===== config.mk =====
export PLATFORM = sky130hd
export DESIGN_NAME = muldiv_ctrl
export DESIGN_NICKNAME = d
export VERILOG_FILES = /design/src/rtl/muldiv_pkg.sv /design/src/rtl/muldiv_lat_counter.sv /design/src/rtl/muldiv_ctrl.sv
export SDC_FILE = /design/constraint.sdc
export NUM_CORES = 1
export LEC_CHECK = 0
export BUFFER_PORTS_ARGS = -buffer_cell sky130_fd_sc_hd__clkbuf_2
export CORE_AREA = 3 3 166 168
export DETAILED_ROUTE_END_ITERATION = 8
export DIE_AREA = 0 0 169 171
export PLACE_DENSITY = 0.59
export SLEW_MARGIN = 20
export SYNTH_ARGS = -nofsm -noshare
export SYNTH_HDL_FRONTEND = slang
export SYNTH_SLANG_ARGS = --single-unit

===== constraint.sdc =====
create_clock -name clk -period 2.55 [get_ports clk]
set_input_delay 0.51 -clock clk [delete_from_list [all_inputs] [get_ports clk]]
set_output_delay 0.51 -clock clk [all_outputs]
set_load 0.01 [all_outputs]

===== src/rtl/muldiv_pkg.sv =====
// Shared definitions for the HI/LO multiply/divide sequencer: op codes,
// FSM encoding, latency-counter width and the divide-by-zero LO value.
package muldiv_pkg;

  localparam int CNT_W = 6;

  localparam logic [2:0] OP_MULTU = 3'd0;
  localparam logic [2:0] OP_DIVU  = 3'd1;
  localparam logic [2:0] OP_MFHI  = 3'd2;
  localparam logic [2:0] OP_MFLO  = 3'd3;
  localparam logic [2:0] OP_MTHI  = 3'd4;
  localparam logic [2:0] OP_MTLO  = 3'd5;

  localparam logic [31:0] DIV0_LO = 32'hFFFF_FFFF;

  typedef enum logic [1:0] {
    IDLE    = 2'd0,
    MUL_RUN = 2'd1,
    DIV_RUN = 2'd2
  } state_t;

  // The counter is loaded with LAT-1 so that it reads zero in the cycle whose
  // closing edge captures the result.
  function automatic logic [CNT_W-1:0] lat_load(input int lat);
    return CNT_W'(lat - 1);
  endfunction

endpackage


===== src/rtl/muldiv_lat_counter.sv =====
// Loadable down-counter with zero flag, shared by both run states to time
// the fixed latency of the external divider and multiplier.
module muldiv_lat_counter
  import muldiv_pkg::*;
(
  input  logic             clk,
  input  logic             reset,
  input  logic             load,
  input  logic [CNT_W-1:0] load_val,
  input  logic             dec,
  output logic             zero
);

  logic [CNT_W-1:0] cnt;

  always_ff @(posedge clk) begin
    if (reset) begin
      cnt <= '0;
    end else if (load) begin
      cnt <= load_val;
    end else if (dec && (cnt != '0)) begin
      cnt <= cnt - 1'b1;
    end
  end

  assign zero = (cnt == '0);

endmodule


===== src/rtl/muldiv_ctrl.sv =====
// HI/LO owner for the EX stage: launches the shared multiplier or divider,
// waits out its fixed latency, captures the 64-bit result and stalls EX.
module muldiv_ctrl
  import muldiv_pkg::*;
#(
  parameter int DIV_LAT = 34,
  parameter int MUL_LAT = 32
) (
  input  logic        clk,
  input  logic        reset,
  input  logic        op_valid,
  input  logic [2:0]  op_code,
  input  logic [31:0] op_a,
  input  logic [31:0] op_b,
  input  logic        flush,
  output logic        stall,
  output logic        rd_valid,
  output logic [31:0] rd_data,
  output logic        div_start,
  output logic [31:0] div_a,
  output logic [31:0] div_b,
  input  logic [63:0] div_result,
  output logic        mul_start,
  output logic [31:0] mul_a,
  output logic [31:0] mul_b,
  input  logic [63:0] mul_result,
  output logic        busy,
  output logic        div_zero,
  output logic [31:0] hi,
  output logic [31:0] lo
);

  localparam logic [CNT_W-1:0] DIV_LOAD = lat_load(DIV_LAT);
  localparam logic [CNT_W-1:0] MUL_LOAD = lat_load(MUL_LAT);

  state_t           state, state_next;
  logic             accept;
  logic             cnt_load, cnt_dec, cnt_zero;
  logic [CNT_W-1:0] cnt_load_val;
  logic             launch_mul, launch_div, div_by_zero;
  logic             write_hi, write_lo, capture;

  assign busy   = (state != IDLE);
  assign stall  = op_valid && busy && !flush;
  assign accept = op_valid && !flush && (state == IDLE);

  muldiv_lat_counter u_lat_counter (
    .clk      (clk),
    .reset    (reset),
    .load     (cnt_load),
    .load_val (cnt_load_val),
    .dec      (cnt_dec),
    .zero     (cnt_zero)
  );

  always_ff @(posedge clk) begin
    if (reset) begin
      state <= IDLE;
    end else begin
      state <= state_next;
    end
  end

  always_comb begin
    state_next   = state;
    cnt_load     = 1'b0;
    cnt_load_val = '0;
    cnt_dec      = 1'b0;
    launch_mul   = 1'b0;
    launch_div   = 1'b0;
    div_by_zero  = 1'b0;
    write_hi     = 1'b0;
    write_lo     = 1'b0;
    capture      = 1'b0;
    rd_valid     = 1'b0;
    rd_data      = '0;
    case (state)
      IDLE: begin
        if (accept) begin
          case (op_code)
            OP_MULTU: begin
              launch_mul   = 1'b1;
              cnt_load     = 1'b1;
              cnt_load_val = MUL_LOAD;
              state_next   = MUL_RUN;
            end
            OP_DIVU: begin
              if (op_b != '0) begin
                launch_div   = 1'b1;
                cnt_load     = 1'b1;
                cnt_load_val = DIV_LOAD;
                state_next   = DIV_RUN;
              end else begin
                div_by_zero = 1'b1;
              end
            end
            OP_MFHI: begin
              rd_valid = 1'b1;
              rd_data  = hi;
            end
            OP_MFLO: begin
              rd_valid = 1'b1;
              rd_data  = lo;
            end
            OP_MTHI: write_hi = 1'b1;
            OP_MTLO: write_lo = 1'b1;
            default: ;
          endcase
        end
      end
      MUL_RUN, DIV_RUN: begin
        // A flush in the completion cycle still discards the result.
        if (flush) begin
          state_next = IDLE;
        end else if (cnt_zero) begin
          capture    = 1'b1;
          state_next = IDLE;
        end else begin
          cnt_dec = 1'b1;
        end
      end
      default: state_next = IDLE;
    endcase
  end

  always_ff @(posedge clk) begin
    if (reset) begin
      hi <= '0;
      lo <= '0;
    end else if (capture) begin
      if (state == DIV_RUN) begin
        hi <= div_result[63:32];
        lo <= div_result[31:0];
      end else begin
        hi <= mul_result[63:32];
        lo <= mul_result[31:0];
      end
    end else if (div_by_zero) begin
      hi <= op_a;
      lo <= DIV0_LO;
    end else begin
      if (write_hi) hi <= op_a;
      if (write_lo) lo <= op_a;
    end
  end

  // Start pulses and operands are registered; operands hold until the next launch.
  always_ff @(posedge clk) begin
    if (reset) begin
      mul_start <= 1'b0;
      div_start <= 1'b0;
      div_zero  <= 1'b0;
      mul_a     <= '0;
      mul_b     <= '0;
      div_a     <= '0;
      div_b     <= '0;
    end else begin
      mul_start <= launch_mul;
      div_start <= launch_div;
      div_zero  <= div_by_zero;
      if (launch_mul) begin
        mul_a <= op_a;
        mul_b <= op_b;
      end
      if (launch_div) begin
        div_a <= op_a;
        div_b <= op_b;
      end
    end
  end

endmodule


Word-level counts from Yosys, hierarchy flattened --
Cells that the tools add are included.
Word-level totals: flip-flop bits (word level) 203, latch bits 0, RAM bits 0, memory bits (read-only) 0, input bits 199, output and inout port bits 230, logic and storage cells 93, memories 0
Cells by class: add/subtract/negate cells 1, multipliers 0, div/mod/pow operators 0, order comparisons 0, equal/unequal tests 11, shift operators 0, muxes and demuxes 52, bitwise gates (word level) 0, reduce and logical (&&, ||, !) cells 18
Operators by type and width (count):
- $mux W32 | 10
- $pmux W32 S2 | 1
- $reduce_bool A32 Y1 | 1
- $mux W6 | 5
- $mux W1 | 28
- $pmux W6 S2 | 1
- $mux W2 | 4
- $pmux W2 S2 | 2
- $eq A3 B2 Y1 const B | 2
- $eq A3 B3 Y1 const B | 2
- $logic_not A6 Y1 | 1
- $ne A3 B3 Y1 const B | 2
- $reduce_bool A3 Y1 | 2
- $reduce_bool A6 Y1 | 1
- $sub A6 B1 Y6 const B | 1
- $logic_and A1 B1 Y1 | 5
- $reduce_and A4 Y1 | 1
- $reduce_bool A2 Y1 | 2
- $reduce_or A2 Y1 | 2
- $eq A3 B1 Y1 const B | 1
- $logic_not A3 Y1 | 1
- $ne A3 B1 Y1 const B | 1
- $eq A2 B1 Y1 const B | 1
- $eq A2 B2 Y1 const B | 1
- other kinds (4) | 4

Logic depth before layout (Yosys ltp) --
depth in word-level cells 8, mapped depth 11, depth with buffers taken out 7

Cells and area by module --
A second synthesis with hierarchy kept.
Second synthesis, totals: cells, all modules 1093, area, all modules 9748.1 µm²
Modules (own cells, without submodules):
- muldiv_ctrl | times used 1, cells each 1051, area each 9376.5 µm², sequential area each 3943.8 µm²
- muldiv_lat_counter | times used 1, cells each 42, area each 371.6 µm², sequential area each 120.1 µm²

Least setup slack after synthesis --
Ideal clock, no wire load.
kind input to register, start in op_b[26], end reg hi[0], setup time 70 ps, data arrival time 2097 ps, required time 2480 ps, setup slack 383 ps, cell stages on the path 7, path buffers 2, cell sequence nor4_1 nand4_1 or3_1 clkbuf_1 buf_6 a221o_1 a21oi_1
Between the ends: longest elaborated chain between the ends 7
Ends and longest elaborated chain:
- start, declared | line muldiv_ctrl.sv:14 | input logic [31:0] op_b,
- $reduce_bool A32 Y1 (*) | line muldiv_ctrl.sv:88 | if (op_b != '0) begin
- $mux W1 (*) | line muldiv_ctrl.sv:88
- $mux W1 (*) | line muldiv_ctrl.sv:80 | case (op_code)
- $mux W1 (*) | line muldiv_ctrl.sv:79 | if (accept) begin
- $mux W1 (*) | line muldiv_ctrl.sv:77 | case (state)
- $mux W32 | line muldiv_ctrl.sv:138 | end else if (div_by_zero) begin
- $mux W32 | line muldiv_ctrl.sv:130 | end else if (capture) begin
- end signal, assigned | line muldiv_ctrl.sv:132 | hi <= div_result[63:32];
- end signal, assigned | line muldiv_ctrl.sv:139 | hi <= op_a;
- end signal, assigned | line muldiv_ctrl.sv:142 | if (write_hi) hi <= op_a;
- end, declared | line muldiv_ctrl.sv:29 | output logic [31:0] hi,
Mark *: on every way between the ends. The rest lies on a longest branch, timed or not. A chain may end at the register's enable or synchronous reset.

Final worst setup path --
start reg state[0], end out rd_data[20]
Between the ends: longest elaborated chain between the ends 4
Ends and longest elaborated chain:
- start, declared | line muldiv_ctrl.sv:36 | state_t state, state_next;
- start signal, assigned | line muldiv_ctrl.sv:60 | state <= state_next;
- $logic_not A2 Y1 (*) | line muldiv_ctrl.sv:45, muldiv_ctrl.sv:77
- $logic_and A1 B1 Y1 | line muldiv_ctrl.sv:45 | assign accept = op_valid && !flush && (state == IDLE);
- $mux W32 | line muldiv_ctrl.sv:79
- $mux W32 (*) | line muldiv_ctrl.sv:77
- end, declared | line muldiv_ctrl.sv:18 | output logic [31:0] rd_data,
Marks and branches as above.

==> results.cfg <==
[cts]
cts_tree = done
clk_pin_slew_ns = 0.06
cts_hold_buf = 0
cts-root-buf = clkbuf_16
h-tree-depth = 1
clock_latency_ns = 0.51
clk_path_buf_depth = 3
numClockSinks = 203
cts_made_buffers = 23

[route]
routed_wl_mm = 37.64
met1_length_mm = 15.72
met2RoutedLength_mm = 17.99
wl_per_cell_um = 19.73
via_per_inst = 5.278
dr.pass1.iters = 6
drcViolationCount = 0
ant_nets = 0
highest_layer = met5
drtIter0Drc = 890
vias = 10071
met3WireLength_mm = 2.943

[pwr]
peakVddDrop_v = 0.0004210
power_density_mw_per_mm2 = 636.2
p_leak_nw = 5.178

[timing]
fin_crit_ns = 2.458
fin_crit_sh_pct = 96.40
worstMarginPinSlew_ns = 0.5838
hold_viol = 0
slew_headroom_pct = 61.08
max_freq_mhz = 406.8
whs_ns = 0.2467
finalSetupViolations = 0
drv_slew = 0
clock_skew_ns = 0.01522

[min_path]
worstHoldStart = op_b[26]
hold_end = mul_b[26]$_SDFFE_PP0P_
whs_path_depth = 3
min_path_type = primary input to register

[synth]
synth_top_family_by_area = compound AO/OA/AOI/OAI gates
synth.avg_cell_area_um2 = 7.826
synth_top_area_share_pct = 44.57
synth_adder_area_share_pct = 0.5489
synth_edf_count = 0
synth_xor_area_share_pct = 0.3842
synth_top_area_cell = dfxtp_1
yosys-top-cells-area = dfxtp_1 45%, a21oi_1 12%, nand2_1 12%
synth_cell_types = 40
yosys_warnings = 0
synthFlopType = dfxtp_1
yosys_register_bits = 203
synth.most_common_cell = nand2_1
async_flop_share_pct = 0
yosysSeqAreaShare_pct = 44.57
synth_mux_area_share_pct = 7.026
synth_common_cells = 290 x nand2_1, 225 x a21oi_1, 203 x dfxtp_1, 85 x clkbuf_1, 64 x mux2i_1
syn-instance-count = 1165
syn_nets = 1368
yosys.area_share.simple_pct = 19.61
syn-cell-area_mm2 = 0.009117
synth_compound_area_share_pct = 22.78

[setup_path]
crit_type = register to output pin
cp_data_arrival_time_ns = 1.95
critPathRequiredTime_ns = 2.04
reg2reg_slack_ns = 0.19
startpoint = state[0]$_SDFFE_PP0P_
timing.rr.start = state[0]$_SDFFE_PP0P_
r2r_cells = 10
cp-start-kind = register
r2r_end = lo[15]$_SDFFE_PP0P_
cp-end-kind = output pin
path_max_fanout = 11

[placement]
placed_area_mm2 = 0.01188
hpwl_mm = 27.09
port_buffers = 428
place_congestion = 0.8440

[grt]
antenna_found_initial = 1
track_usage_pct = 24.00
grt_max_degree = 71
gr-total-overflow = 0
grt_pass1_vias = 9372
grt_pass1_wl_mm = 55.23

[floorplan]
die_x_um = 169
core_area_mm2 = 0.02606
initial_core_util_pct = 34.99
die_height_um = 171
rows = 59
io_pins = 429
die-area_mm2 = 0.02890

[status]
outcome = finished clean

[cells_and_area]
nNetsFinal = 1759
layout-drive-gt1-share_pct = 33.76
syn2layout_area_growth_pct = 39.02
insertedDiodeCount = 0
finalCoreUtilization_pct = 48.64
fillCellCount = 2640
finalInstanceArea_mm2 = 0.01267

[run]
cap_violations = 0
==> timing repair <==
item,4_1_cts,5_1_grt
setup endpoints to repair,3,10
pin swaps,1,1
cloned,0,1
gates resized for setup,4,5
buffers inserted,1,1
==> power by group <==
group	total [mW]	switching [mW]	internal, mW
combinational	1.45	0.845	0.609
clock	3.19	1.34	1.85
sequential	3.42	0.119	3.30
total	8.06	2.30	5.76
==> kinds of logic (layout without fill, tap and decap cells) <==
family / count (synthesis) / count (layout)
simple gates: 433 / 433
xor+xnor: 4 / 4
compound gates: 339 / 339
flops: 203 / 203
buf+inv: 118 / 526
mux: 64 / 64
fa+ha+maj: 4 / 4
==> final cells by class <==
cell class | instances | area [um2] | share of cell area (%)
multi-input combinational | 844 | 4700 | 37.08
clock buffer | 37 | 688.2 | 5.429
clock inverter | 5 | 35.03 | 0.2764
timing repair buffer | 475 | 2735 | 21.58
sequential | 203 | 4064 | 32.06
tap | 335 | 419.2 | 3.307
inverter | 9 | 33.78 | 0.2665
==> metal layers <==
layer,vias up,global-route usage (%)
met5,-,0
met4,2,6.422
li1,4871,-
met1,4722,31.81
met3,58,4.852
met2,418,40.16
==> through the flow <==
step	TNS [ns]	instances	setup slack, ns	total power, mW
finish	0	1908	0.09173	8.064
global route	-0.007623	1908	-0.007623	8.399
CTS	0	1906	0.009453	8.111
detailed placement	0	1863	0.07396	4.921
global placement	0	1863	0.05203	4.908
floorplan	0	1165	0.3828	4.239
==> worst max path at each step <==
| stage | end | slack, ns | depth (start not counted) |
|---|---|---|---|
| global route | rd_data[20] | -0.008 | 7 |
| finish | rd_data[20] | 0.09 | 7 |
| global placement | lo[30]$_SDFFE_PP0P_ | 0.05 | 7 |
| floorplan | hi[0]$_SDFFE_PP0P_ | 0.38 | 7 |
| CTS | rd_valid | 0.009 | 6 |
| detailed placement | lo[30]$_SDFFE_PP0P_ | 0.07 | 7 |
==> worst max-delay path: stages, from the launching register on <==
cell	delay, ns
dfxtp_1	0.31
inv_1	0.16
ha_4	0.19
nand3b_1	0.07
buf_4	0.18
buf_12	0.16
nor2_2	0.18
clkbuf_2	0.17
==> state kept, by name, indices dropped and copies added, names as in the netlist <==
name / count
hi: 32
u_lat_counter.cnt: 6
lo: 32
mul_b: 32
div_a: 32
state: 2
div_zero: 1
mul_a: 32
div_b: 32
div_start: 1
mul_start: 1
==> placed cells by master (no fill, tap or decap), drive strengths merged, types with 6 or more instances in the layout <==
master    n
nor2     47
o221ai   29
mux2i    64
nand3    63
nor4     10
clkbuf  465
inv      10
a22o     29
dfxtp   203
buf      47
nand2   290
a22oi    33
a21oi   225
nor3      6
Power figures use the tool's default switching activity.
